`config.mk`:
```
export PLATFORM = sky130hd
export DESIGN_NAME = bcd_to_excess3_serial_flat
export DESIGN_NICKNAME = d
export VERILOG_FILES = /design/src/rtl/bcd_to_excess3_serial_if.sv /design/src/rtl/bcd_to_excess3_serial.sv /design/src/flat_wrapper.sv
export SDC_FILE = /design/constraint.sdc
export NUM_CORES = 1
export LEC_CHECK = 0
export CORE_AREA = 2 2 39 41
export DETAILED_ROUTE_END_ITERATION = 10
export DIE_AREA = 0 0 41 43
export GPL_TIMING_DRIVEN = 0
export MAX_ROUTING_LAYER = met4
export SETUP_SLACK_MARGIN = 0.3
export SYNTH_ARGS = -nofsm -noshare
export SYNTH_HDL_FRONTEND = slang
export SYNTH_SLANG_ARGS = --single-unit
export TNS_END_PERCENT = 30
```
`constraint.sdc`:
```
create_clock -name clk -period 1.5 [get_ports clk]
set_input_delay 0.225 -clock clk [delete_from_list [all_inputs] [get_ports clk]]
set_output_delay 0.225 -clock clk [all_outputs]
set_load 0.01 [all_outputs]
```
`src/rtl/bcd_to_excess3_serial_if.sv`:
```
// Purpose : serial BCD-in / Excess-3-out bit stream bundle.
// Latency : n/a (signal grouping only).
// Backpressure: none; one bit per clock, no gaps between digits.
// Ports   : x    - serial BCD bit, LSB first, four cycles per digit
//           z    - serial Excess-3 bit, bit-aligned with x
//           last - high while x carries bit 3 of a digit
//           err  - high on the bit-3 cycle of a digit greater than 9
interface bcd_to_excess3_serial_if;
   logic x;
   logic z;
   logic last;
   logic err;

   // master drives the BCD stream and observes the converted stream
   modport master (output x, input z, input last, input err);
   // slave is the converter itself
   modport slave  (input x, output z, output last, output err);
endinterface

```
`src/rtl/bcd_to_excess3_serial.sv`:
```
// Purpose : serial BCD to Excess-3 converter (adds 0011 LSB first, mod 16).
// Latency : zero; z/last/err are Mealy outputs, combinational from state and x.
// Backpressure: none; accepts one bit every clock, digits back-to-back.
// Ports   : clk  - single clock, rising edge
//           rst  - synchronous active-high reset; forces outputs low
//           bus  - slave side of bcd_to_excess3_serial_if (x in; z, last, err out)
// Parameter CHECK_BCD: nonzero enables err, zero ties err low.
module bcd_to_excess3_serial #(
   parameter int CHECK_BCD = 1
) (
   input  logic                          clk,
   input  logic                          rst,
   bcd_to_excess3_serial_if.slave        bus
);

   // Sn_Cc_Hh: expecting bit n, pending carry c, h = a 1 seen on bit 1 or 2.
   // S3_C1_H0 cannot actually be reached (a carry into bit 3 needs bit 2 = 1,
   // which sets h) but is kept so every carry/flag combination is decoded.
   typedef enum logic [3:0] {
      S0       = 4'd0,
      S1_C0    = 4'd1,
      S1_C1    = 4'd2,
      S2_C0_H0 = 4'd3,
      S2_C0_H1 = 4'd4,
      S2_C1_H0 = 4'd5,
      S2_C1_H1 = 4'd6,
      S3_C0_H0 = 4'd7,
      S3_C0_H1 = 4'd8,
      S3_C1_H0 = 4'd9,
      S3_C1_H1 = 4'd10
   } state_t;

   localparam logic chk_en = (CHECK_BCD != 0);

   state_t state;
   logic   x;
   logic   z_c;
   logic   last_c;
   logic   err_c;

   assign x = bus.x;

   // State register. Bit 0 adds 1, bit 1 adds 1 + carry, bits 2/3 add the
   // carry only; carry out of bit 3 is dropped, giving the mod-16 result.
   always_ff @(posedge clk) begin
      if (rst) begin
         state <= S0;
      end else begin
         case (state)
            S0:       state <= x ? S1_C1 : S1_C0;
            // bit 1: carry' = x | c, h' = x
            S1_C0:    state <= x ? S2_C1_H1 : S2_C0_H0;
            S1_C1:    state <= x ? S2_C1_H1 : S2_C1_H0;
            // bit 2: carry' = x & c, h' = h | x
            S2_C0_H0: state <= x ? S3_C0_H1 : S3_C0_H0;
            S2_C0_H1: state <= S3_C0_H1;
            S2_C1_H0: state <= x ? S3_C1_H1 : S3_C0_H0;
            S2_C1_H1: state <= x ? S3_C1_H1 : S3_C0_H1;
            // bit 3: digit complete, next cycle is bit 0 of the next digit
            S3_C0_H0,
            S3_C0_H1,
            S3_C1_H0,
            S3_C1_H1: state <= S0;
            default:  state <= S0;
         endcase
      end
   end

   // Mealy outputs. Held low during reset and in unused encodings.
   always_comb begin
      z_c    = 1'b0;
      last_c = 1'b0;
      err_c  = 1'b0;
      if (!rst) begin
         case (state)
            S0:       z_c = ~x;
            // ~(x ^ c): c = 0 gives ~x, c = 1 gives x
            S1_C0:    z_c = ~x;
            S1_C1:    z_c = x;
            // x ^ c
            S2_C0_H0,
            S2_C0_H1: z_c = x;
            S2_C1_H0,
            S2_C1_H1: z_c = ~x;
            S3_C0_H0: begin
               z_c    = x;
               last_c = 1'b1;
            end
            S3_C0_H1: begin
               z_c    = x;
               last_c = 1'b1;
               // bit 3 set together with bit 1 or 2 means digit >= 10
               err_c  = chk_en & x;
            end
            S3_C1_H0: begin
               z_c    = ~x;
               last_c = 1'b1;
            end
            S3_C1_H1: begin
               z_c    = ~x;
               last_c = 1'b1;
               err_c  = chk_en & x;
            end
            default: begin
               z_c    = 1'b0;
               last_c = 1'b0;
               err_c  = 1'b0;
            end
         endcase
      end
   end

   assign bus.z    = z_c;
   assign bus.last = last_c;
   assign bus.err  = err_c;

endmodule

```
`src/flat_wrapper.sv`:
```
// flat-port wrapper written by rule: the top's interface ports become plain ports
module bcd_to_excess3_serial_flat 
#(
   parameter int CHECK_BCD = 1
)
  (clk, rst, bus_x, bus_z, bus_last, bus_err);
  bcd_to_excess3_serial_if bus_i ();
  input  logic clk;
  input  logic rst;
  input wire logic [$bits(bus_i.x)-1:0] bus_x;
  output wire logic [$bits(bus_i.z)-1:0] bus_z;
  output wire logic [$bits(bus_i.last)-1:0] bus_last;
  output wire logic [$bits(bus_i.err)-1:0] bus_err;
  assign bus_i.x = bus_x;
  assign bus_z = bus_i.z;
  assign bus_last = bus_i.last;
  assign bus_err = bus_i.err;
  bcd_to_excess3_serial #(.CHECK_BCD(CHECK_BCD)) u_core (.clk(clk), .rst(rst), .bus(bus_i));
endmodule
```
==> impl_metrics.toml <==
[sta]
whs_ns = 0.2788
setup_viol = 1
fmax_mhz = 624.1
maxSlewHeadroom_pct = 84.86
rsz0062_at_grt = "yes"
hold_viol = 0
fin_crit_sh_pct = 106.8
finalMaxSlewViolations = 0
worst_slack_ns = -0.1024
tightest_slew_ns = 0.2255
period_minus_slack_ns = 1.602
skew_ns = 0.004157

[pwr]
p_leak_nw = 0.1726
max-vdd-ir-drop_v = 0.0004752
p_per_area_nw_per_um2 = 1007

[grt]
grt_pass1_wl_mm = 1.083
grt_max_degree = 11
grt_usage_pct = 9.362
grt_pass1_vias = 273
grt_overflow_total = 0
antenna_found_initial = 0

[synth]
synth.most_common_cell = "nor2_1"
synth_top_cells_by_count = "nor2_1, a21oi_1, dfxtp_1"
synthArstFlopShare_pct = 0
synth_top_area_share_pct = 24.90
synth_top_cell_by_area = "dfxtp_1"
syn_area_um2 = 321.6
synth_mux_area_share_pct = 3.113
synth_fp_nets = 43
synth_cell_types = 23
synth_fa_ha_area_share_pct = 0
synth_edf_count = 0
avgSynthCellArea_um2 = 8.039
yosys.area_share.simple_pct = 37.74
synth_area_leaders = "dfxtp_1, buf_6, a21oi_1"
synth_warnings = 0
ys_seq_area_share_pct = 24.90
ys_ff_latch = 4
netlist_instances = 40
synth-main-ff-cell = "dfxtp_1"
synth_xor_area_share_pct = 2.724
synth_compound_area_share_pct = 18.68
synth_top_family_by_area = "simple AND/OR/NAND/NOR gates"

[routing]
drc_errors = 0
first_pass_iters = 1
viasPerCell = 4.831
post_drt_wl_per_cell_um = 10.14
antenna_left = 0
wl_um = 659
first_iter_violations = 0
vias = 314

[floorplan]
die_h_um = 43
dieArea_um2 = 1763
initial_core_util_pct = 23.24
die_w_um = 41
row_count = 14
coreArea_um2 = 1384
io_pins = 6

[placed_design]
io_buffer_count = 4
place.gp.congestion = 0.7315
dp_cells = 60
hpwl_um = 455.1

[finish]
num_antenna_cells = 0
stdcell_count = 65
largest_register_ffs = 4
top_register = "u_core.state"
area_growth_pct = 28.40
top_regs = "u_core.state: 4 flops"
drive_gt1_share_pct = 38.78
final.fill_count = 157
nNetsFinal = 54

[run_status]
failed_checks = "setup timing"
status = "finished with violations"

[critical_path]
start_kind = "register"
path_class = "register to output pin"
crit_buf_inv = 2
critPathLaunch = "u_core.state[0]$_SDFF_PP0_"
r2r_start = "u_core.state[0]$_SDFF_PP0_"
worst_path_largest_cell_delay_ns = 0.45
worstSetupEndpointType = "output pin"
critPathSlowestCell = "or4_1"
crit_required_ns = 1.27
crit_chain = "buf_6 -> or4_1 -> and4_1 -> buf_2"
critPathArrivalTime_ns = 1.38
cp_top_family = "simple AND/OR/NAND/NOR gates"
critPathMaxFanout = 5

[clock_tree]
clk_path_buf_depth = 2
clkSlewWorstSetupHoldPaths_ns = 0.04
cts.sinks = 4
numCtsBuffers = 3
insertion_delay_ns = 0.23
cts_tree = "built"
cts-root-buf = "clkbuf_4"
htree_levels = 1
cts_hold_buf = 0

[worst_hold_path]
min_from = "bus_x"
hold_class = "input port to register"

[job]
max_cap_viol_count = 0
==> cell usage in the layout (no fill, tap or decap) <==
cell type      count
a21oi_1            4
a311oi_1           1
and2b_2            1
and4_1             1
and4b_1            1
and4b_2            1
buf_2              3
buf_4              3
buf_6              3
clkbuf_4           3
dfxtp_1            3
dfxtp_2            1
dlygate4sd2_1      1
inv_1              1
mux2i_1            1
nand2_1            1
nand2_2            1
nand3b_1           1
nand4b_1           1
nor2_1             5
nor2b_1            2
nor2b_2            1
o211ai_1           1
o21ai_0            3
o32ai_1            1
or2_2              1
or3_2              1
or4_1              1
xor2_1             1
==> power breakdown <==
group / internal (mW) / leakage (nW) / switching, mW
Combinational: 0.0767 / 0.125 / 0.0690
Clock: 0.0895 / 0.0138 / 0.0434
Sequential: 0.122 / 0.0334 / 0.0151
Total: 0.288 / 0.173 / 0.128
==> repair_timing <==
action	4_1_cts	5_1_grt
endpoints found under the setup margin	3	4
pin swaps	1	2
gates resized for setup	14	2
gates cloned	0	0
buffers inserted	2	0
==> worst register-to-register path, cell delays in order, from the launching register on <==
cell and delay, ns:
dfxtp_1 0.30, buf_6 0.11, buf_4 0.13, and4b_2 0.19, a311oi_1 0.21, nor2_1 0.06
==> logic make-up after synthesis <==
| family | count (synthesis) |
|---|---|
| XOR/XNOR | 1 |
| buffers and inverters | 5 |
| AO/OA/AOI/OAI | 10 |
| flip-flops | 4 |
| multiplexers | 1 |
| AND/OR/NAND/NOR | 19 |
==> final cells by class <==
cell class	instances	area, um2	area share, %
Multi-Input combinational cell	31	205.2	49.70
Sequential cell	4	81.33	19.70
Buffer	4	41.29	10.00
Timing Repair Buffer	6	38.79	9.394
Clock buffer	3	22.52	5.455
Tap cell	16	20.02	4.848
Inverter	1	3.754	0.9091
==> through the flow <==
stage / TNS [ns] / utilization (%) / worst slack (ns) / power, mW / instance area [um2]
3_5_place_dp: -0.6144 / 27.85 / -0.2684 / 0.2829 / 385.4
6_report: -0.1024 / 29.84 / -0.1024 / 0.4158 / 412.9
5_1_grt: -0.1717 / 29.84 / -0.1717 / 0.4520 / 412.9
4_1_cts: -0.1203 / 29.48 / -0.1203 / 0.4238 / 407.9
3_3_place_gp: -0.6085 / 27.85 / -0.2670 / 0.2811 / 385.4
2_1_floorplan: 0 / - / 0.2421 / 0.2443 / 325.3
==> path summary, 6_finish.rpt <==
| check | end | slack [ns] | depth (start not counted) |
|---|---|---|---|
| worst max-delay path | bus_z | -0.10 | 4 |
| worst min-delay path | u_core.state[3]$_SDFF_PP0_ | 0.28 | 3 |
| worst max register to register | u_core.state[3]$_SDFF_PP0_ | 0.38 | 5 |
| worst min register to register | u_core.state[0]$_SDFF_PP0_ | 0.60 | 2 |
==> per-layer routing <==
| layer | share of wire [%] | vias to the layer above | track usage (%) | routed length, um |
|---|---|---|---|---|
| li1 | - | 161 | - | - |
| met1 | 49 | 144 | 11.58 | 325 |
| met2 | 43 | 9 | 12.50 | 283 |
| met3 | 7.6 | 0 | 6.283 | 50 |
| met4 | 0 | 0 | 2.000 | 0 |
| met5 | 0 | - | - | 0 |
No activity file was read; power rests on OpenSTA's default activity.
==> RTL edit 1, RTL diff (same flow settings) <==
The 11 states of `state_t` get a one-hot encoding in 11 bits.
--- a/src/rtl/bcd_to_excess3_serial.sv
+++ b/src/rtl/bcd_to_excess3_serial.sv
@@ -16,18 +16,18 @@
    // Sn_Cc_Hh: expecting bit n, pending carry c, h = a 1 seen on bit 1 or 2.
    // S3_C1_H0 cannot actually be reached (a carry into bit 3 needs bit 2 = 1,
    // which sets h) but is kept so every carry/flag combination is decoded.
-   typedef enum logic [3:0] {
-      S0       = 4'd0,
-      S1_C0    = 4'd1,
-      S1_C1    = 4'd2,
-      S2_C0_H0 = 4'd3,
-      S2_C0_H1 = 4'd4,
-      S2_C1_H0 = 4'd5,
-      S2_C1_H1 = 4'd6,
-      S3_C0_H0 = 4'd7,
-      S3_C0_H1 = 4'd8,
-      S3_C1_H0 = 4'd9,
-      S3_C1_H1 = 4'd10
+   typedef enum logic [10:0] {
+      S0       = 11'b00000000001,
+      S1_C0    = 11'b00000000010,
+      S1_C1    = 11'b00000000100,
+      S2_C0_H0 = 11'b00000001000,
+      S2_C0_H1 = 11'b00000010000,
+      S2_C1_H0 = 11'b00000100000,
+      S2_C1_H1 = 11'b00001000000,
+      S3_C0_H0 = 11'b00010000000,
+      S3_C0_H1 = 11'b00100000000,
+      S3_C1_H0 = 11'b01000000000,
+      S3_C1_H1 = 11'b10000000000
    } state_t;
 
    localparam logic chk_en = (CHECK_BCD != 0);
Function: no difference found for any inputs over 10 cycles, from zero or initial values and one cycle with rst high; not proved beyond that.
==> RTL edit 1 against the unedited design <==
The run still ends with setup timing left; critical path depth grew 2; sequential cell count grew 5; final cell count grew 57%; worst setup slack lost 0.22 ns; area after synthesis grew 88%; cell area grew 100%; total power grew 86%; clock power grew 43%; routed wire length grew 130%.
==> RTL edit 1: results (changes against the unedited design) <==
Power and ir drop
  • Worst VDD drop: 0.000516 V (+8.7%)
  • Leak: 0.298 nW (+72%)

Yosys
  • Mux cell area share after synthesis: 0% (-3.1 points)
  • Sequential fraction of the synthesis area: 29.8% (+4.8 points)
  • Post-Synth XOR/XNOR Area: 7.23% (+4.5 points)
  • Post-Syn Instances: 71 (+78%)
  • Post-synth cell types: 31 (+35%)
  • Mapped Nets: 74 (+72%)

Place
  • Place WS: -0.577 ns (-0.309 ns)
  • Placed insts: 90 (+50%)
  • DP HPWL: 889 µm (+95%)
  • Area after DPL: 662 µm² (+72%)
  • PortBufs: 3 (-1)

Final layout
  • Share of cells above drive strength 1: 48.8% (+10 points)
  • Final cell count without fillers: 102 (+57%)
  • Filler cell count: 122 (-22%)
  • Top Registers: u_core.state (9)
  • Final #Nets: 90 (+67%)

Drt
  • DRT iter0 DRCs: 22 (+22)
  • DR vias: 609 (+94%)

GRT
  • First-pass GRT wire length: 2440 µm (+120%)
  • Pin count of the biggest net entering global routing: 10 (-1)
  • Total GRT Usage: 21.5% (+12 points)

Timing
  • Setup ws final: -0.319 ns (-0.217 ns)
  • Setup TNS: -0.778 ns (-0.675 ns)
  • Slew margin rel.: 71.7% (-13 points)
  • Max Clock Skew: 0.00234 ns (-0.00181 ns)
  • # setup viols final: 4 (+3)

Clock tree
  • Clock Latency Late Sink: 0.26 ns (+0.03 ns)

Worst setup path
  • Slowest-stage cell, CP: dfxtp_4

Run status
  • Status: complete, but fails checks
  • Violated checks: setup timing
==> RTL edit 1: power by group <==
group | internal [mW] | switching (mW) | total (mW) | leakage (nW)
Sequential | 0.256 | 0.0333 | 0.289 | 0.0758
Combinational | 0.147 | 0.145 | 0.292 | 0.207
Clock | 0.103 | 0.0875 | 0.190 | 0.0150
==> RTL edit 1: per-layer routing <==
layer	up-vias	track usage [%]	wire, µm
li1	291	-	-
met1	291	26.3	653
met2	22	30.3	787
met3	5	5.76	72
met4	0	12.7	32
met5	-	-	0
==> RTL edit 1: kinds of logic after synthesis <==
group	count (synthesis)
AOI/OAI and AO/OA	13
xor gates and xnor gates	5
buffers and inverters	6
DFF	9
and+or+nand+nor	38
==> RTL edit 1: repair_timing <==
action / 4_1_cts / 5_1_grt
setup buffers: 5 / 3
resized for setup: 26 / 19
pin swaps: 10 / 5
setup endpoints to repair: 9 / 11
==> RTL edit 1: stage by stage <==
stage / utilization, % / power, mW
final: 60.3 / 0.771
after global routing: 60.3 / 0.820
after CTS: 55.2 / 0.714
after detailed placement: 47.8 / 0.454
after global placement: 47.8 / 0.453
after floorplan: - / 0.416
==> RTL edit 1: final cells by class <==
type	count	area [µm²]	area share (%)
Buffer	6	52.6	6.30
Clock buffer	4	26.3	3.15
Multi-Input combinational cell	56	460	55.2
Sequential cell	9	193	23.1
Tap cell	16	20.0	2.40
Timing Repair Buffer	11	82.6	9.90
==> RTL edit 1: path summary, 6_finish.rpt <==
| path | start | end | slack, ns | cells after the start |
|---|---|---|---|---|
| max | u_core.state[5] | bus_z | -0.32 | 6 |
| min | rst | u_core.state[8] | 0.42 | 2 |
| max reg2reg | u_core.state[5] | u_core.state[8] | -0.01 | 6 |
| min reg2reg | u_core.state[2] | u_core.state[5] | 0.51 | 2 |
==> RTL edit 2, RTL diff (config.mk and constraints unchanged) <==
Without the edit above. Reset style: asynchronous (`rst`), changed in one clocked block. Comments in the files are not updated.
--- a/src/rtl/bcd_to_excess3_serial.sv
+++ b/src/rtl/bcd_to_excess3_serial.sv
@@ -42,7 +42,7 @@
 
    // State register. Bit 0 adds 1, bit 1 adds 1 + carry, bits 2/3 add the
    // carry only; carry out of bit 3 is dropped, giving the mod-16 result.
-   always_ff @(posedge clk) begin
+   always_ff @(posedge clk or posedge rst) begin
       if (rst) begin
          state <= S0;
       end else begin
Behaviour: same outputs for any inputs over 10 cycles, from zero or initial values and one cycle with rst high; that may be too few to reach the edited logic, so the function may still have changed.
==> RTL edit 2 against the unedited design <==
The run still ends with setup timing left; sequential cell count is the same; routed wire length is 23% higher; sequential share of layout area down 0.69 points; cell area grew 28%; worst setup slack improved by 0.074 ns; area after synthesis grew 5.1%; utilization is 8.2 points higher; critical path type unchanged.
Power is not compared: it rests on default switching activity, and its combinational part moved more than twofold at a synthesized area within 25%.
==> RTL edit 2: results (changes against the unedited design) <==
Run status
  • Status: complete, but fails checks
  • Violated checks: setup timing

Yosys
  • Commonest cells post-synth: a21oi_1, dfrtp_1, nand2b_1
  • Post-Synth XOR/XNOR Area: 2.59% (-0.13 points)
  • Sequential fraction of the synthesis area: 29.6% (+4.7 points)
  • Top post-synthesis cells by area: dfrtp_1, a21oi_1, nand2b_1, nand3b_1, nor3b_1
  • Post-synthesis async set-or-reset flop share: 100% (+100 points)
  • Prevailing post-synth register cell: dfrtp_1
  • Synth Area in Compound Gates: 23.3% (+4.7 points)
  • Syn Area/Cell: 8.66 µm² (+7.8%)
  • Mapped Nets: 42 (-2.3%)
  • Post-synth cell types: 27 (+17%)
  • Yosys warning count: 0 (unchanged)
  • Mux cell area share after synthesis: 2.96% (-0.15 points)

Drt
  • Drt wl/cell: 11.8 µm (+16%)
  • DRT Pass-1 Iters: 2 (+1)
  • DR WL met2: 421 µm (+49%)
  • Met1 Wirelength: 370 µm (+14%)
  • Met3 wire len: 20 µm (-60%)
  • DRT iter0 DRCs: 1 (+1)
  • DR vias: 326 (+3.8%)

Power and ir drop
  • Worst VDD drop: ~0.00065 V

Timing
  • Worst-Margin Slew: 0.184 ns (-0.0415 ns)
  • Setup ws final: -0.0287 ns (+0.0737 ns)
  • Worst hold margin: 0.293 ns (+0.0141 ns)
  • Setup TNS: -0.0400 ns (+0.0624 ns)
  • Max Clock Skew: 0.000574 ns (-0.00358 ns)
  • # setup viols final: 2 (+1)

GRT
  • Pin count of the biggest net entering global routing: 11 (unchanged)
  • GRT met1 Usage: 12.4% (+0.84 points)
  • Total GRT Usage: 9.20% (-0.16 points)
  • GR Util met2: 12.2% (-0.31 points)
  • Met3 global-route usage: 1.57% (-4.7 points)
  • Vias in the first global route: 267 (-2.2%)
  • First-pass GRT wire length: 1060 µm (-1.9%)

Worst setup path
  • Crit Reg-Reg Startpoint: u_core.state[2]
  • Slowest-stage cell, CP: dfrtp_1
  • CP max FO: 3 (-2)
  • Arr. time, crit path: 1.30 ns (-0.08 ns)
  • Delay-heaviest family, CP: flip-flops
  • Crit path capture: bus_z
  • Reg-to-Reg End: u_core.state[2]
  • Reg2reg setup slack: 0.33 ns (-0.05 ns)
  • Crit-path max cell delay: 0.39 ns (-0.06 ns)

Place
  • Placed insts: 59 (-1.7%)
  • Final RePlAce weighted congestion: 0.643 (-12%)
  • DP HPWL: 467 µm (+2.6%)
  • Place WS: -0.305 ns (-0.0364 ns)
  • PortBufs: 4 (unchanged)
  • Area after DPL: 398 µm² (+3.2%)

Worst hold path
  • WHS Endpoint: u_core.state[0]
  • Hold depth: 2 (-1)

Clock tree
  • Resize count post-CTS: 16 (+2)

Final layout
  • Filler cell count: 150 (-4.5%)
  • Final cell count without fillers: 69 (+6.2%)
  • Final #Nets: 58 (+7.4%)
  • Share of cells above drive strength 1: 45.3% (+6.5 points)
[RTL edit 2: cell count changes in the layout (fill, tap and decap cells not counted), moves of 2 or more]
cell,before,now
nand2b_1,0,2
nor2_1,5,2
o21ai_0,3,1
nor3b_1,0,2
buf_2,3,6
dfrtp_1,0,4
nor2b_1,2,0
dfxtp_1,3,0
[RTL edit 2: power groups by stage]
| stage | clock network, mW | registers [mW] | logic, mW |
|---|---|---|---|
| global route | 0.137 | 0.195 | 0.730 |
| global placement | 0 | 0.181 | 0.431 |
| detailed placement | 0 | 0.182 | 0.434 |
| floorplan | 0 | 0.174 | 0.338 |
| CTS | 0.138 | 0.177 | 0.472 |
| finish | 0.127 | 0.191 | 0.679 |
[RTL edit 2: layout make-up]
class                      instances  area, µm²  share of cell area [%]
inverter                           1       3.75                   0.713
buffer                             5       47.5                    9.03
sequential                         4        100                    19.0
clock buffer                       3       22.5                    4.28
timing repair buffer              11       95.1                    18.1
multi-input combinational         29        238                    45.1
tap                               16       20.0                    3.80
